`config.mk`:
```
export PLATFORM = sky130hd
export DESIGN_NAME = cpu_run_stat_flat
export DESIGN_NICKNAME = d
export VERILOG_FILES = /design/src/rtl/cpu_run_stat_if.sv /design/src/rtl/cpu_run_stat.sv /design/src/flat_wrapper.sv
export SDC_FILE = /design/constraint.sdc
export NUM_CORES = 1
export LEC_CHECK = 0
export ABC_AREA = 1
export BUFFER_PORTS_ARGS = -buffer_cell sky130_fd_sc_hd__buf_2
export CAP_MARGIN = 20
export CORE_MARGIN = 1.5
export CORE_UTILIZATION = 49
export CTS_BUF_LIST = sky130_fd_sc_hd__clkbuf_8
export CTS_CLUSTER_SIZE = 40
export DETAILED_ROUTE_END_ITERATION = 12
export GPL_ROUTABILITY_DRIVEN = 0
export PLACE_DENSITY = 0.66
export SETUP_SLACK_MARGIN = 0.05
export SLEW_MARGIN = 0
export SYNTH_ARGS = -nofsm -noshare
export SYNTH_HDL_FRONTEND = slang
export SYNTH_SLANG_ARGS = --single-unit
```
`constraint.sdc`:
```
create_clock -name clk -period 1.99 [get_ports clk]
set_input_delay 0.199 -clock clk [delete_from_list [all_inputs] [get_ports clk]]
set_output_delay 0.199 -clock clk [all_outputs]
set_load 0.005 [all_outputs]
```
`src/rtl/cpu_run_stat_if.sv`:
```
// CPU-facing bus of the run-control/statistics unit: advance strobe, halt handshake,
// event flags and counter readout. cpu_run_stat is the master side.
interface cpu_run_stat_if #(
   parameter int unsigned CNT_W = 32,
   parameter int unsigned NCH   = 3,
   parameter int unsigned SEL_W = $clog2(NCH + 1)
) ();
   logic             run_en;
   logic             halted;
   logic             halt_req;
   logic [NCH-1:0]   evt;
   logic             clr;
   logic [SEL_W-1:0] rd_sel;
   logic [CNT_W-1:0] rd_data;
   logic [NCH:0]     ovf;

   modport master (
      output run_en, halted, rd_data, ovf,
      input  halt_req, evt, clr, rd_sel
   );

   modport slave (
      input  run_en, halted, rd_data, ovf,
      output halt_req, evt, clr, rd_sel
   );
endinterface

```
`src/rtl/cpu_run_stat.sv`:
```
// Run control (two-rate divider, single-step, halt/resume) producing a one-clock CPU
// advance strobe, plus retired-cycle and per-channel event counters with readout.
module cpu_run_stat #(
   parameter int unsigned CNT_W    = 32,
   parameter int unsigned NCH      = 3,
   parameter int unsigned FAST_DIV = 0,
   parameter int unsigned SLOW_DIV = 1048575,
   parameter int unsigned SAT      = 1,
   parameter int unsigned SEL_W    = $clog2(NCH + 1)
) (
   input  logic           clk,
   input  logic           rst,
   input  logic           change_hz,
   input  logic           step_mode,
   input  logic           step_btn,
   input  logic           resume,
   cpu_run_stat_if.master bus
);
   localparam int unsigned MAX_DIV = (FAST_DIV > SLOW_DIV) ? FAST_DIV : SLOW_DIV;
   localparam int unsigned DIV_W   = (MAX_DIV > 0) ? $clog2(MAX_DIV + 1) : 1;

   typedef enum logic [1:0] {StRun, StStep, StHalted} state_e;

   state_e             state_q, state_d;
   logic [DIV_W-1:0]   div_q, div_d, cur_div;
   logic               run_en_q, run_en_d, halted_q;
   logic               step_q, resume_q, hz_q;
   logic               step_rise, resume_rise, halting, at_term;

   logic [NCH:0][CNT_W-1:0] cnt_q, cnt_d;
   logic [NCH:0]            ovf_q, ovf_d, inc;
   logic [CNT_W-1:0]        rd_q, rd_d;

   assign cur_div     = change_hz ? DIV_W'(FAST_DIV) : DIV_W'(SLOW_DIV);
   assign step_rise   = step_btn & ~step_q;
   assign resume_rise = resume & ~resume_q;
   assign halting     = run_en_q & bus.halt_req;
   assign at_term     = (div_q == cur_div);

   always_comb begin
      state_d = state_q;
      if (halting) begin
         state_d = StHalted;
      end else begin
         case (state_q)
            StRun:    if (step_mode) state_d = StStep;
            StStep:   if (!step_mode) state_d = StRun;
            StHalted: if (resume_rise) state_d = step_mode ? StStep : StRun;
            default:  state_d = StRun;
         endcase
      end
   end

   // The halting strobe is the last one, even when the divider is at terminal count.
   assign run_en_d = ~halting & (((state_q == StRun) & at_term) |
                                 ((state_q == StStep) & step_rise));

   assign div_d = ((state_q != StRun) || (change_hz != hz_q) || at_term) ? '0
                                                                          : div_q + 1'b1;

   always_ff @(posedge clk or negedge rst) begin
      if (!rst) begin
         state_q  <= StRun;
         div_q    <= '0;
         run_en_q <= 1'b0;
         halted_q <= 1'b0;
         step_q   <= 1'b1;
         resume_q <= 1'b1;
         hz_q     <= 1'b0;
      end else begin
         state_q  <= state_d;
         div_q    <= div_d;
         run_en_q <= run_en_d;
         halted_q <= (state_d == StHalted);
         step_q   <= step_btn;
         resume_q <= resume;
         hz_q     <= change_hz;
      end
   end

   // Bit 0 is the retired-cycle counter; bit k counts events on channel k-1.
   assign inc = {bus.evt & {NCH{run_en_q}}, run_en_q};

   always_comb begin
      cnt_d = cnt_q;
      ovf_d = ovf_q;
      if (bus.clr) begin
         cnt_d = '0;
         ovf_d = '0;
      end else begin
         for (int unsigned k = 0; k <= NCH; k++) begin
            if (inc[k]) begin
               if (&cnt_q[k]) begin
                  ovf_d[k] = 1'b1;
                  cnt_d[k] = (SAT != 0) ? {CNT_W{1'b1}} : {CNT_W{1'b0}};
               end else begin
                  cnt_d[k] = cnt_q[k] + 1'b1;
               end
            end
         end
      end
   end

   always_comb begin
      rd_d = '0;
      for (int unsigned k = 0; k <= NCH; k++) begin
         if (bus.rd_sel == SEL_W'(k)) rd_d = cnt_q[k];
      end
   end

   always_ff @(posedge clk or negedge rst) begin
      if (!rst) begin
         cnt_q <= '0;
         ovf_q <= '0;
         rd_q  <= '0;
      end else begin
         cnt_q <= cnt_d;
         ovf_q <= ovf_d;
         rd_q  <= rd_d;
      end
   end

   assign bus.run_en  = run_en_q;
   assign bus.halted  = halted_q;
   assign bus.rd_data = rd_q;
   assign bus.ovf     = ovf_q;
endmodule

```
`src/flat_wrapper.sv`:
```
// flat-port wrapper written by rule: the top's interface ports become plain ports
module cpu_run_stat_flat 
#(
   parameter int unsigned CNT_W    = 32,
   parameter int unsigned NCH      = 3,
   parameter int unsigned FAST_DIV = 0,
   parameter int unsigned SLOW_DIV = 1048575,
   parameter int unsigned SAT      = 1,
   parameter int unsigned SEL_W    = $clog2(NCH + 1)
)
  (clk, rst, change_hz, step_mode, step_btn, resume, bus_run_en, bus_halted, bus_rd_data, bus_ovf, bus_halt_req, bus_evt, bus_clr, bus_rd_sel);
  cpu_run_stat_if #(.CNT_W(CNT_W), .NCH(NCH), .SEL_W(SEL_W)) bus_i ();
  input  logic clk;
  input  logic rst;
  input  logic change_hz;
  input  logic step_mode;
  input  logic step_btn;
  input  logic resume;
  output wire logic [$bits(bus_i.run_en)-1:0] bus_run_en;
  output wire logic [$bits(bus_i.halted)-1:0] bus_halted;
  output wire logic [$bits(bus_i.rd_data)-1:0] bus_rd_data;
  output wire logic [$bits(bus_i.ovf)-1:0] bus_ovf;
  input wire logic [$bits(bus_i.halt_req)-1:0] bus_halt_req;
  input wire logic [$bits(bus_i.evt)-1:0] bus_evt;
  input wire logic [$bits(bus_i.clr)-1:0] bus_clr;
  input wire logic [$bits(bus_i.rd_sel)-1:0] bus_rd_sel;
  assign bus_run_en = bus_i.run_en;
  assign bus_halted = bus_i.halted;
  assign bus_rd_data = bus_i.rd_data;
  assign bus_ovf = bus_i.ovf;
  assign bus_i.halt_req = bus_halt_req;
  assign bus_i.evt = bus_evt;
  assign bus_i.clr = bus_clr;
  assign bus_i.rd_sel = bus_rd_sel;
  cpu_run_stat #(.CNT_W(CNT_W), .NCH(NCH), .FAST_DIV(FAST_DIV), .SLOW_DIV(SLOW_DIV), .SAT(SAT), .SEL_W(SEL_W)) u_core (.clk(clk), .rst(rst), .change_hz(change_hz), .step_mode(step_mode), .step_btn(step_btn), .resume(resume), .bus(bus_i));
endmodule
```
==> reports/results.ini <==
[yosys]
synth_top_area_share = 0.399
synth_seq_cells = 191
yosysMostFrequentCell = nand2_1
synth_edf_count = 0
synthesis.area_um2 = 11900
yosysWarnings = 0
synth_common_cells = 583 x nand2_1, 240 x nor2_1, 193 x nand3_1
syn_area_per_cell_um2 = 6.77
syn_inst = 1750
synth_area_leaders = dfrtp_1 40%, nand2_1 18%, nand3_1 8.2%
ys_types = 51
synth_fp_nets = 1768
yosysSeqAreaShare = 0.404
synth_top_area_cell = dfrtp_1
ys_async_sr_fraction = 1.00
synth-main-ff-cell = dfrtp_1

[global_route]
grt_pass1_wl_um = 56900
grt_pass1_vias = 10800
grt_max_degree = 55
grt_overflow_total = 0
grt_antenna_before_repair = 1
globalRouteTotalUtil = 0.297

[route]
dr.pass1.iters = 8
num_vias = 11900
wl_per_cell_um = 16.7
ant_nets = 0
via_per_inst = 5.50
postRouteWirelength_um = 36300
drc = 0
first_iter_violations = 1117

[cts]
cts_root_buf = clkbuf_8
path_clk_slew_ns = 0.11
clk_latency_ns = 0.50
htree_levels = 4
clockBufferDepth = 2
numCtsBuffers = 17
cts_tree = built
cts.sinks = 191

[critical_path]
crit_buf_inv = 0
required_ns = 2.40
startpoint_type = flop
setup.worst_path.end_class = flop
crit_type = flop to flop
r2r-start = u_core.cnt_q[60]
crit_slowest_cell = nor4_2
critPathMaxStageDelay_ns = 0.62
cp.arrival_ns = 2.22
critPathMaxFanout = 12
crit_path_start = u_core.cnt_q[60]
crit_chain = nand2_1, nor4_2, nand3_4, o211ai_1
crit_family = simple AND/OR/NAND/NOR gates

[worst_hold_path]
hp-start = bus_rd_sel[0]
holdCritPathClass = input pin to flop

[pwr]
ir_worst_vdd_mv = 0.367
power.leakage_nw = 6.35
power_density_nw_per_um2 = 518
power_w = 0.00688

[cells_and_area]
stdcell_count = 2170
antenna_cells = 0
drive_gt1_frac = 0.104
fillers = 2277
fin_nets = 1856
areaGrowthSynthToFinish_pct = 12.1

[floorplanning]
fp.dieW_um = 159
num_io_pins = 51
initial_core_util = 0.502
die_area_um2 = 25100
die_h_um = 159
core_um2 = 23600
rows = 56

[sta]
rsz0062_at_grt = yes
setup_viol = 0
tightest_slew_ns = 0.659
clock_skew_ns = 0.0213
max_freq_mhz = 551
finalHoldViolCount = 0
slew_headroom = 0.557
period_share = 0.913
drv_slew = 0
setup-tns-final_ns = 0
min_period_ns = 1.82

[outcome]
outcome = finished clean

[placement]
dpl.hpwl_um = 26900
port_buffers = 50
placed_cells = 2121

[run]
drv_cap = 0

[sequential cells by signal, indices dropped and copies added, names as in the netlist]
register            cells
u_core.div_q           20
u_core.bus.ovf          4
u_core.resume_q         1
u_core.step_q           1
u_core.hz_q             1
u_core.bus.rd_data     32
u_core.bus.halted       1
u_core.bus.run_en       1
u_core.cnt_q          128
u_core.state_q          2
[cell usage in the layout, fill, tap and decap left out, types with 12 or more instances in the layout]
cell type    n
nor2_1     235
o21ai_0     72
buf_4       46
a21oi_1     26
nand2_1    583
nand3_1    192
dfrtp_1    188
o211ai_1    37
nor3_1      24
a221oi_1    13
inv_1      191
nor2_2      12
nand4_1     19
clkbuf_8    20
buf_2       49
[routing by layer]
metal | vias to the layer above | global-route usage | wire length [um]
met1 | 5585 | 0.418 | 15900
li1 | 5828 | - | -
met2 | 462 | 0.481 | 16800
met5 | - | 0 | 10
met3 | 60 | 0.0425 | 2820
met4 | 2 | 0.0783 | 777
[worst paths after layout]
kind	endpoint	slack, ns	cells past startpoint
min in group asynchronous	u_core.cnt_q[57]	0.23	2
worst min-delay path	u_core.bus.rd_data[2]	0.16	3
worst min register to register	u_core.div_q[0]	0.50	1
worst max register to register	u_core.cnt_q[33]	0.17	4
worst max-delay path	u_core.cnt_q[33]	0.17	4
max in group asynchronous	u_core.cnt_q[120]	1.05	3
[through the flow]
| step | hold WS (ns) | setup WS, ns | cell area (um^2) | util |
|---|---|---|---|---|
| floorplan | -0.0966 | 0.440 | 11900 | - |
| global placement | 0.210 | 0.148 | 12700 | 0.537 |
| detailed placement | 0.212 | 0.103 | 12700 | 0.537 |
| CTS | 0.128 | 0.0856 | 13100 | 0.556 |
| global route | 0.153 | 0.0219 | 13300 | 0.562 |
| finish | 0.158 | 0.174 | 13300 | 0.562 |
[cell type report]
type                            instances  area [um^2]  area share
Sequential cell                       191         4780       0.360
Multi-Input combinational cell       1320         6180       0.466
Clock buffer                           19          262      0.0197
Inverter                              199          751      0.0565
Tap cell                              319          399      0.0301
Clock inverter                         13          106     0.00801
Timing Repair Buffer                  109          795      0.0598
[worst reg2reg max path, stage by stage (launching register included)]
cell and delay [ns]:
dfrtp_1 0.48, nand2_1 0.12, nor4_2 0.62, nand3_4 0.33, o211ai_1 0.18
[where the power goes]
group,internal [W],switching (W),total (W)
sequential,0.00391,0.0000258,0.00393
clock,0.000960,0.00153,0.00249
combinational,0.000117,0.000338,0.000455
[kinds of logic (layout without fill, tap and decap cells)]
kind of cell	after synthesis	count (layout)	synth area share
AND/OR/NAND/NOR	1119	1121	0.405
XOR/XNOR	13	13	0.00961
AO/OA/AOI/OAI	181	181	0.0942
flip-flops	191	191	0.404
adder cells (fa/ha/maj)	5	5	0.00528
buffers and inverters	241	340	0.0820
[repair_timing]
| action | 4_1_cts | 5_1_grt |
|---|---|---|
| setup endpoints to repair | 0 | 85 |
| endpoints found under the hold margin | 54 | 0 |
| setup buffers | 0 | 8 |
| hold buffers | 7 | 0 |
| gates resized for setup | 0 | 14 |
(Power assumes the default switching activity.)
